<file path="config.mk">
export PLATFORM = sky130hd
export DESIGN_NAME = unary_stream_encoder
export DESIGN_NICKNAME = d
export VERILOG_FILES = /design/src/rtl/unary_stream_encoder_pkg.sv /design/src/rtl/unary_stream_encoder.sv
export SDC_FILE = /design/constraint.sdc
export NUM_CORES = 1
export LEC_CHECK = 0
export ABC_AREA = 1
export CAP_MARGIN = 5
export CORE_MARGIN = 3
export CORE_UTILIZATION = 50
export CTS_CLUSTER_SIZE = 16
export DETAILED_ROUTE_END_ITERATION = 10
export PLACE_DENSITY = 0.7
export SLEW_MARGIN = 20
export SYNTH_ARGS = -nofsm -noshare
export SYNTH_HDL_FRONTEND = slang
export SYNTH_SLANG_ARGS = --single-unit
</file>
<file path="constraint.sdc">
create_clock -name clk -period 2.4 [get_ports clk]
set_clock_uncertainty 0.05 [all_clocks]
set_input_delay 0.48 -clock clk [delete_from_list [all_inputs] [get_ports clk]]
set_output_delay 0.48 -clock clk [all_outputs]
set_load 0.01 [all_outputs]
</file>
<file path="src/rtl/unary_stream_encoder_pkg.sv">
// Shared types and helpers for the unary arithmetic datapath.
package unary_pkg;

  // Number of bits needed to hold any magnitude 0..w inclusive.
  function automatic int count_width(input int w);
    return $clog2(w + 1);
  endfunction

  typedef enum logic {
    IDLE = 1'b0,
    EMIT = 1'b1
  } enc_state_t;

  typedef enum logic {
    THERMO  = 1'b0,  // ones first, then zeros
    DISTRIB = 1'b1   // ones spread evenly across the stream
  } unary_mode_t;

endpackage

</file>
<file path="src/rtl/unary_stream_encoder.sv">
// Binary-to-unary serialiser: accepts one magnitude per stream and emits exactly
// INPUT_WIDTH bits containing that many ones, with a downstream hold and
// bubble-free back-to-back streams.
module unary_stream_encoder
  import unary_pkg::*;
#(
  parameter int          INPUT_WIDTH = 32,
  parameter int          COUNT_WIDTH = count_width(INPUT_WIDTH),
  parameter unary_mode_t MODE        = DISTRIB
) (
  input  logic                   clk,
  input  logic                   reset,
  input  logic [COUNT_WIDTH-1:0] in_value,
  input  logic                   in_valid,
  output logic                   in_ready,
  input  logic                   hold,
  output logic                   bit_out,
  output logic                   bit_valid,
  output logic                   busy,
  output logic                   done
);

  localparam logic [COUNT_WIDTH-1:0] WIDTH_C    = COUNT_WIDTH'(INPUT_WIDTH);
  localparam logic [COUNT_WIDTH-1:0] LAST_IDX_C = COUNT_WIDTH'(INPUT_WIDTH - 1);
  localparam logic [COUNT_WIDTH:0]   WIDTH_EXT_C = {1'b0, WIDTH_C};

  enc_state_t             state_q, state_d;
  logic [COUNT_WIDTH-1:0] value_q, value_d;
  logic [COUNT_WIDTH-1:0] bit_idx_q, bit_idx_d;
  logic [COUNT_WIDTH-1:0] acc_q, acc_d;
  logic                   bit_out_q, bit_out_d;
  logic                   bit_valid_q, bit_valid_d;
  logic                   busy_q, busy_d;
  logic                   done_q, done_d;

  logic                   last_s;
  logic                   transfer_s;
  logic [COUNT_WIDTH-1:0] sat_value_s;
  logic [COUNT_WIDTH:0]   sum_s;
  logic [COUNT_WIDTH:0]   wrap_s;

  // Handshake and datapath helpers; the ready path lets a new value load on the last-bit edge.
  assign last_s      = (bit_idx_q == LAST_IDX_C);
  assign in_ready    = (state_q == IDLE) | ((state_q == EMIT) & last_s & ~hold);
  assign transfer_s  = in_valid & in_ready;
  assign sat_value_s = (in_value > WIDTH_C) ? WIDTH_C : in_value;
  assign sum_s       = {1'b0, acc_q} + {1'b0, value_q};
  assign wrap_s      = sum_s - WIDTH_EXT_C;

  // Next-state and next-output logic for the IDLE/EMIT controller.
  always_comb begin
    state_d     = state_q;
    value_d     = value_q;
    bit_idx_d   = bit_idx_q;
    acc_d       = acc_q;
    bit_out_d   = bit_out_q;
    bit_valid_d = 1'b0;
    done_d      = 1'b0;

    case (state_q)
      IDLE: begin
        if (transfer_s) begin
          value_d   = sat_value_s;
          bit_idx_d = '0;
          acc_d     = '0;
          state_d   = EMIT;
        end else begin
          state_d   = IDLE;
        end
      end

      EMIT: begin
        if (!hold) begin
          bit_valid_d = 1'b1;
          if (MODE == THERMO) begin
            bit_out_d = (bit_idx_q < value_q);
          end else if (sum_s >= WIDTH_EXT_C) begin
            // Accumulator overflow marks where a one falls in the spread pattern.
            bit_out_d = 1'b1;
            acc_d     = wrap_s[COUNT_WIDTH-1:0];
          end else begin
            bit_out_d = 1'b0;
            acc_d     = sum_s[COUNT_WIDTH-1:0];
          end

          if (last_s) begin
            done_d    = 1'b1;
            bit_idx_d = '0;
            if (transfer_s) begin
              value_d = sat_value_s;
              acc_d   = '0;
              state_d = EMIT;
            end else begin
              state_d = IDLE;
            end
          end else begin
            bit_idx_d = bit_idx_q + 1'b1;
          end
        end else begin
          // Stalled: everything frozen, bit_out keeps its last value.
          state_d = EMIT;
        end
      end

      default: begin
        state_d = IDLE;
      end
    endcase

    busy_d = (state_d == EMIT);
  end

  // State and registered-output flops; a reset mid-stream simply abandons it.
  always_ff @(posedge clk or negedge reset) begin
    if (!reset) begin
      state_q     <= IDLE;
      value_q     <= '0;
      bit_idx_q   <= '0;
      acc_q       <= '0;
      bit_out_q   <= 1'b0;
      bit_valid_q <= 1'b0;
      busy_q      <= 1'b0;
      done_q      <= 1'b0;
    end else begin
      state_q     <= state_d;
      value_q     <= value_d;
      bit_idx_q   <= bit_idx_d;
      acc_q       <= acc_d;
      bit_out_q   <= bit_out_d;
      bit_valid_q <= bit_valid_d;
      busy_q      <= busy_d;
      done_q      <= done_d;
    end
  end

  assign bit_out   = bit_out_q;
  assign bit_valid = bit_valid_q;
  assign busy      = busy_q;
  assign done      = done_q;

endmodule
</file>
Word level (Yosys, flattened, before mapping). Cells that the tools add are included.

RAM bits: 0. Memories: 0. Flip-flop bits (word level): 22. ROM bits: 0. Input port bits: 10. Word-level logic and storage cells: 49. Output and inout bits: 5. Bits in latches: 0.

$add $sub $neg: 3. Div/mod/pow operators: 0. Bitwise logic cells: 6. Magnitude comparators: 2. Reduce and logical (&&, ||, !) cells: 3. Multiply operators: 0. Mux-type cells: 24. Shifts and indexed selects: 0. Equal/unequal tests: 4.

Operators with widths (count): 6-bit two-way mux (11); 6-bit case mux with 2 select lines (3); 1-bit two-way mux (9); 6-bit by 6-bit adder with 7-bit output (1); 7-bit by 6-bit greater-or-equal comparator with 1-bit output (second input constant) (1); 6-bit by 1-bit adder with 6-bit output (second input constant) (1); 6-bit by 5-bit equality test with 1-bit output (second input constant) (1); 6-bit greater-than comparator (second input constant) (1); 2-bit AND reduction (3); 6-bit subtractor (second input constant) (1); 2-bit != test (second input constant) (2); 1-bit AND (3); 2-bit by 1-bit != test with 1-bit output (second input constant) (1); 1-bit inverter (2); 1-bit case mux with 2 select lines (1); 1-bit OR (1).

Depth between registers and ports, before layout. Gate-level depths: netlist (run 1).

Word-level depth: 9. Depth in mapped cells: 9. Gate-level depth less buffers: 9.

Least setup slack after synthesis (run 1). No wires, ideal clock.

Path type: reg-to-output. Start: register bit_idx_q[0]. End: output port in_ready. Stages on the path, launching flop included: 5. Data arrival time: 1.229 ns. Slack: 0.641 ns. Data required time: 1.870 ns. Buffers on the path: 0. Cell sequence: dfrtp_1 ha_1 nand3_2 or2_4 o21ai_0.

Cells in the longest elaborated chain, start to end: 4.

RTL lines: from (decl) (RTL line unary_stream_encoder.sv:29) `logic [COUNT_WIDTH-1:0] bit_idx_q, bit_idx_d;`; from (signal assigned) (RTL line unary_stream_encoder.sv:127) `bit_idx_q <= bit_idx_d;`; 6-bit by 5-bit equality test with 1-bit output (RTL line unary_stream_encoder.sv:43) `assign last_s = (bit_idx_q == LAST_IDX_C);`; 1-bit AND (2 in series) (RTL line unary_stream_encoder.sv:44) `assign in_ready = (state_q == IDLE) | ((state_q == EMIT) & last_s & ~hold);`; 1-bit OR (RTL line unary_stream_encoder.sv:44); to (decl) (RTL line unary_stream_encoder.sv:15) `output logic in_ready,`.

No other way between the ends.

Final worst setup path (run 1). Same ends and word-level chain as after synthesis.

==> results of run 1 <==
-- metrics by stage --
stage	hold WS (ns)	power, uW
floorplan	0.134	819
global placement	0.426	910
detailed placement	0.432	926
CTS	0.453	1140
global route	0.472	1230
finish	0.445	1130
-- registers in the layout, summed over array words and instances (netlist names) --
signal	cells
bit_out	1
done	1
bit_idx_q	6
busy	1
bit_valid	1
value_q	6
acc_q	6
-- Yosys cell counts, drive strengths merged --
master  count
nand3       8
xor2        3
dfrtp      22
nand4       1
o21ai      15
nor2        8
buf         1
nor3        1
fa          1
o22ai       2
nand2      46
or2         1
inv        16
ha          7
a22o        3
xnor2       3
a21oi       4
-- routing by layer --
layer | vias to the layer above | wire (um) | GRT usage
li1 | 505 | - | -
met1 | 446 | 1190 | 0.243
met2 | 25 | 961 | 0.257
met3 | 8 | 116 | 0.0327
met4 | 0 | 55 | 0.0729
met5 | - | 0 | 0
-- worst paths after layout --
kind / startpoint / endpoint / slack [ns]
setup / recovery: bit_idx_q[0] / in_ready / 0.12
hold / removal: reset / bit_idx_q[3] / 0.45
setup reg to reg: value_q[0] / acc_q[4] / 0.72
hold reg to reg: value_q[0] / value_q[0] / 0.46
max in group asynchronous: reset / acc_q[2] / 1.63
min in group clk: value_q[0] / value_q[0] / 0.46
-- power breakdown --
part	leakage (uW)	switching, uW	internal, uW
clock	0.0000210	114	92.6
sequential	0.000279	80.9	468
combinational	0.000431	195	179
-- what timing repair did --
item	CTS	global route
gates resized for setup	2	1
setup buffers	0	1
setup endpoints to repair	1	1
hold endpoints to repair	0	0
-- cells by family (layout without fill, tap and decap cells) --
kind of cell / Yosys count / count (layout)
buf+inv: 17 / 37
flops: 22 / 22
compound gates: 24 / 24
xor+xnor: 6 / 6
simple gates: 65 / 65
fa+ha+maj: 8 / 8
-- area by class of cell --
class,count,area share
inverter,16,0.0416
sequential,22,0.381
timing repair buffer,17,0.113
multi-input combinational,103,0.415
tap,28,0.0243
clock buffer,4,0.0251
-- worst max-delay path, delay by kind of cell (launching register included) --
family                   cells  cell delay, ns
AND/OR/NAND/NOR              2            0.39
buffers and inverters        1            0.27
adder cells (fa/ha/maj)      1            0.21
flip-flops                   1            0.40
AO/OA/AOI/OAI                1            0.18
==> summary.txt, run 1 <==
Run status
  – Outcome: complete, no violations

Routing
  – ANT nets after route: 0
  – Initial DRT Pass Iterations: 4
  – DR vias/cell: 5.18
  – Final WL: 2320 um
  – Avg WL per Cell: 12.2 um
  – 1st-iter DRT viols: 35
  – DR vias: 984
  – Residual DRC: 0

Worst setup path
  – Worst reg2reg path depth: 5
  – Critical Path Fanout Max: 3
  – Crit path launch type: flop
  – CP arrival: 1.75 ns
  – Critical path, cell by cell: ha_1 -> nand3_2 -> or2_4 -> o21ai_1 -> clkdlybuf4s15_1
  – CP max stage cell: dfrtp_1
  – CP Data Required Time: 1.87 ns
  – Crit path largest cell delay: 0.40 ns
  – Critical path class: reg2out
  – CP Capture Type: primary output

Yosys
  – Area leader, netlist: dfrtp_1
  – Largest family of logic cells by synthesized area: simple AND/OR/NAND/NOR gates
  – Yosys top cell area share: 0.451
  – Post-synthesis simple-gate area fraction: 0.232
  – Synth Register Bits: 22
  – Post-Synth XOR/XNOR Area: 0.0430
  – Seq/Total Area, Yosys: 0.451
  – Post-synthesis mux area share: 0
  – Gate Count Post-Synth: 142
  – Top cells by area, synth: dfrtp_1 (45%), nand2_1 (14%), ha_1 (7.2%)
  – Syn Nets: 160
  – Syn_area_per_cell: 8.60 um^2
  – Compound-Gate Fraction of Synth Area: 0.128
  – Post-Syn Area: 0.00122 mm^2
  – Post-Synth Adder-Cell Area: 0.0881
  – Yosys cell types: 23
  – Synth Warn #: 0

Global routing
  – First-pass GRT wire length: 4300 um
  – Number of global-route vias before repair: 1020
  – GRT overflow: 0
  – Total GRT Usage: 0.172
  – Initial antenna violation count: 0
  – Largest net degree at the start of global routing: 23

Floorplan
  – Die area: 0.00307 mm^2
  – Die Y: 55.4 um
  – Num rows: 17
  – Initial Util: 0.542
  – Die width: 55.4 um
  – Core area: 0.00225 mm^2
  – I/O pins: 15

Layout
  – Commonest non-fill, non-tap cell in the layout: nand2_1
  – Fin nets: 181
  – Final non-filler cell total: 190
  – Multi-input gate area: 599 um^2
  – Most frequent cells in the layout: nand2_1 (45), dfrtp_1 (22), inv_1 (15)
  – Fill cells: 211
  – Share of layout cells above drive strength 1: 0.117
  – Area growth syn-to-layout: 18.2%
  – Core Util, Final: 0.640
  – Register area: 551 um^2
  – Antenna diode count: 0
  – Fin area: 0.00144 mm^2

CTS
  – Htree depth: 1
  – Root buf cell: clkbuf_4
  – Worst-Skew Late Latency: 0.31 ns
  – Clk sinks: 22
  – CTS tree: done
  – Clock buffer depth: 2
  – Hold buffers post-CTS: 0
  – CTS clk-pin slew, worst paths: 0.13 ns
  – Total CTS buffers: 3

Timing
  – Final hold vios: 0
  – Slew Limit Fails: 0
  – Worst-Margin Slew: 0.400 ns
  – Final WS setup: 0.123 ns
  – RSZ-0062 raised after global routing: no
  – Setup-failing EPs final: 0
  – Setup TNS: 0 ns
  – Final worst-path cycle share: 0.949
  – Fmax: 439 MHz
  – Fin crit period: 2.28 ns
  – Worst slew margin: 0.730

Pwr
  – Peak VDD IR: 444 uV
  – Leakage power: 0.000732 uW
  – PwrDens: 782 mW/mm^2

Placement
  – Pre-CTS WS: 0.0812 ns
  – HPWL Detailed: 1810 um
  – GPL Wtd Cong: 0.796
  – Number of cells after detailed placement: 185
  – Placed inst area: 0.00140 mm^2
  – Number of I/O port buffers: 14

Job
  – Max-cap violations: 0

Hold path
  – Hold Path Class: in2async
(Power assumes the default switching activity.)
==> inputs of run 2 (changes only) <==
Settings changed: CORE_UTILIZATION 50 to 49, PLACE_DENSITY 0.7 to 0.71.
Clock period 2.4 ns to 1.9 ns, I/O delays scaled along.
==> run 2 against run 1 <==
Effect of this change: the flow now finishes with violations (setup timing); final cell count rose by 7.4%; setup slack got worse by 0.14 ns; total power rose by 36%; cell area rose by 8.3%; die area rose by 1.8%; non-clock buffer count rose by 14; critical path type unchanged; largest power group unchanged.
==> summary.txt, run 2 (synthesized netlist as in run 1, its figures left out) <==
Routing
  – 1st-iter DRT viols: 17 (-51%)
  – DR vias/cell: 5.10 (-1.6%)
  – Initial DRT Pass Iterations: 4 (unchanged)
  – Avg WL per Cell: 12.1 um (-0.92%)
  – Final WL: 2470 um (+6.4%)
  – DR vias: 1040 (+5.7%)
  – Residual DRC: 0 (unchanged)
  – ANT nets after route: 0 (unchanged)

Floorplan
  – Num rows: 17 (unchanged)
  – Core area: 0.00230 mm^2 (+1.9%)
  – Initial Util: 0.532 (-0.0100)
  – Die area: 0.00313 mm^2 (+1.8%)
  – Die Y: 55.9 um (+0.90%)
  – I/O pins: 15 (unchanged)
  – Die width: 55.9 um (+0.90%)

Timing
  – Final hold vios: 0 (unchanged)
  – RSZ-0062 raised after global routing: yes
  – Setup-failing EPs final: 1 (+1)
  – Slew Limit Fails: 0 (unchanged)
  – Fmax: 522 MHz
  – Worst-Margin Slew: 0.362 ns (-0.0380 ns)
  – Final WS setup: -0.0150 ns (-0.138 ns)
  – Worst slew margin: 0.756 (+0.0256)
  – Fin crit period: 1.92 ns
  – Setup TNS: -0.0150 ns (-0.0150 ns)
  – Final worst-path cycle share: 1.01

Global routing
  – Number of global-route vias before repair: 1024 (+0.39%)
  – GRT overflow: 0 (unchanged)
  – Largest net degree at the start of global routing: 23 (unchanged)
  – Total GRT Usage: 0.168 (-0.00362)
  – Initial antenna violation count: 0 (unchanged)
  – First-pass GRT wire length: 4250 um (-1.1%)

Worst setup path
  – Critical path class: reg2out
  – CP Data Required Time: 1.47 ns (-0.40 ns)
  – Critical Path Fanout Max: 2 (-1)
  – Worst reg2reg path depth: 8 (+3)
  – CP Capture Type: primary output
  – Crit path launch type: flop
  – CP arrival: 1.49 ns (-0.26 ns)

CTS
  – Worst-Skew Late Latency: 0.31 ns (about the same)
  – CTS tree: done
  – Clock buffer depth: 2 (unchanged)
  – Htree depth: 1 (unchanged)
  – Root buf cell: clkbuf_4
  – Clk sinks: 22 (unchanged)
  – CTS clk-pin slew, worst paths: 0.13 ns (about the same)
  – Hold buffers post-CTS: 0 (unchanged)
  – Total CTS buffers: 3 (unchanged)

Layout
  – Commonest non-fill, non-tap cell in the layout: nand2_1
  – Regs by FF count: acc_q x6, bit_idx_q x6, value_q x6
  – Core Util, Final: 0.681 (+0.0404)
  – Share of layout cells above drive strength 1: 0.205 (+0.0873)
  – Antenna diode count: 0 (unchanged)
  – Area growth syn-to-layout: 28.1%
  – Fin nets: 195 (+7.7%)
  – Most frequent cells in the layout: nand2_1 (45), dfrtp_1 (22), buf_4 (17)

Placement
  – GPL Wtd Cong: 0.824 (+3.6%)
  – HPWL Detailed: 1890 um (+4.6%)
  – Pre-CTS WS: -0.171 ns (-0.252 ns)
  – Number of I/O port buffers: 14 (unchanged)

Pwr
  – Peak VDD IR: 634 uV (+43%)
  – PwrDens: 984 mW/mm^2 (+26%)
  – Pwr Total: 1540 uW (+36%)
  – Leakage power: 0.000802 uW (+9.7%)

Run status
  – Failing checks: setup timing
  – Outcome: complete, but fails checks

Hold path
  – Hold Path Class: in2async

Job
  – Max-cap violations: 0 (unchanged)
==> run 2: changes by cell type in the layout (fill, tap and decap cells not counted) <==
cell             before  now
ha_1                  7    6
o21ai_4               0    1
ha_2                  0    1
buf_6                 0    1
o21ai_1               2    1
buf_4                 3   17
clkdlybuf4s15_1       1    0
==> run 2: final timing paths <==
check / startpoint / to / slack, ns
max: bit_idx_q[0] / in_ready / -0.02
min in group clk: acc_q[5] / acc_q[5] / 0.46
min reg2reg: acc_q[5] / acc_q[5] / 0.46
max reg2reg: bit_idx_q[0] / value_q[5] / 0.15
max in group asynchronous: reset / value_q[3] / 1.22
min: reset / done / 0.36
==> run 2: what timing repair did <==
item / in CTS / in global routing
pin swaps: 1 / 1
endpoints found under the setup margin: 1 / 1
gates resized for setup: 7 / 2
setup buffers: 0 / 2
==> run 2: area by class of cell <==
class | count | area [um^2]
fill | 190 | 733
multi-input combinational | 103 | 613
sequential | 22 | 551
timing repair buffer | 31 | 269
inverter | 16 | 60.1
clock buffer | 4 | 36.3
tap | 28 | 35.0
==> run 2: metrics by stage <==
| stage | area [um^2] | hold slack, ns | instances |
|---|---|---|---|
| detailed placement | 1500 | 0.432 | 198 |
| floorplan | 1220 | 0.0344 | 142 |
| global placement | 1500 | 0.423 | 198 |
| finish | 1560 | 0.361 | 204 |
| CTS | 1540 | 0.368 | 202 |
| global route | 1560 | 0.384 | 204 |
==> run 2: routing by layer <==
layer | track usage | up-vias | part of all wire
li1 | - | 530 | -
met1 | 0.204 | 475 | 0.45
met2 | 0.302 | 28 | 0.48
met3 | 0.0232 | 7 | 0.055
met4 | 0.0610 | 0 | 0.020
met5 | 0 | - | 0
==> run 2: report_power, final <==
part,total [uW],switching (uW),internal (uW)
registers,670,79.8,591
clock network,267,150,117
logic,602,295,306
total,1540,525,1010
==> run 2: worst max-delay path: stages (launching register included) <==
cell	delay, ns
dfrtp_1	0.38
ha_2	0.20
nand3_2	0.09
or2_4	0.25
o21ai_4	0.14
buf_6	0.12
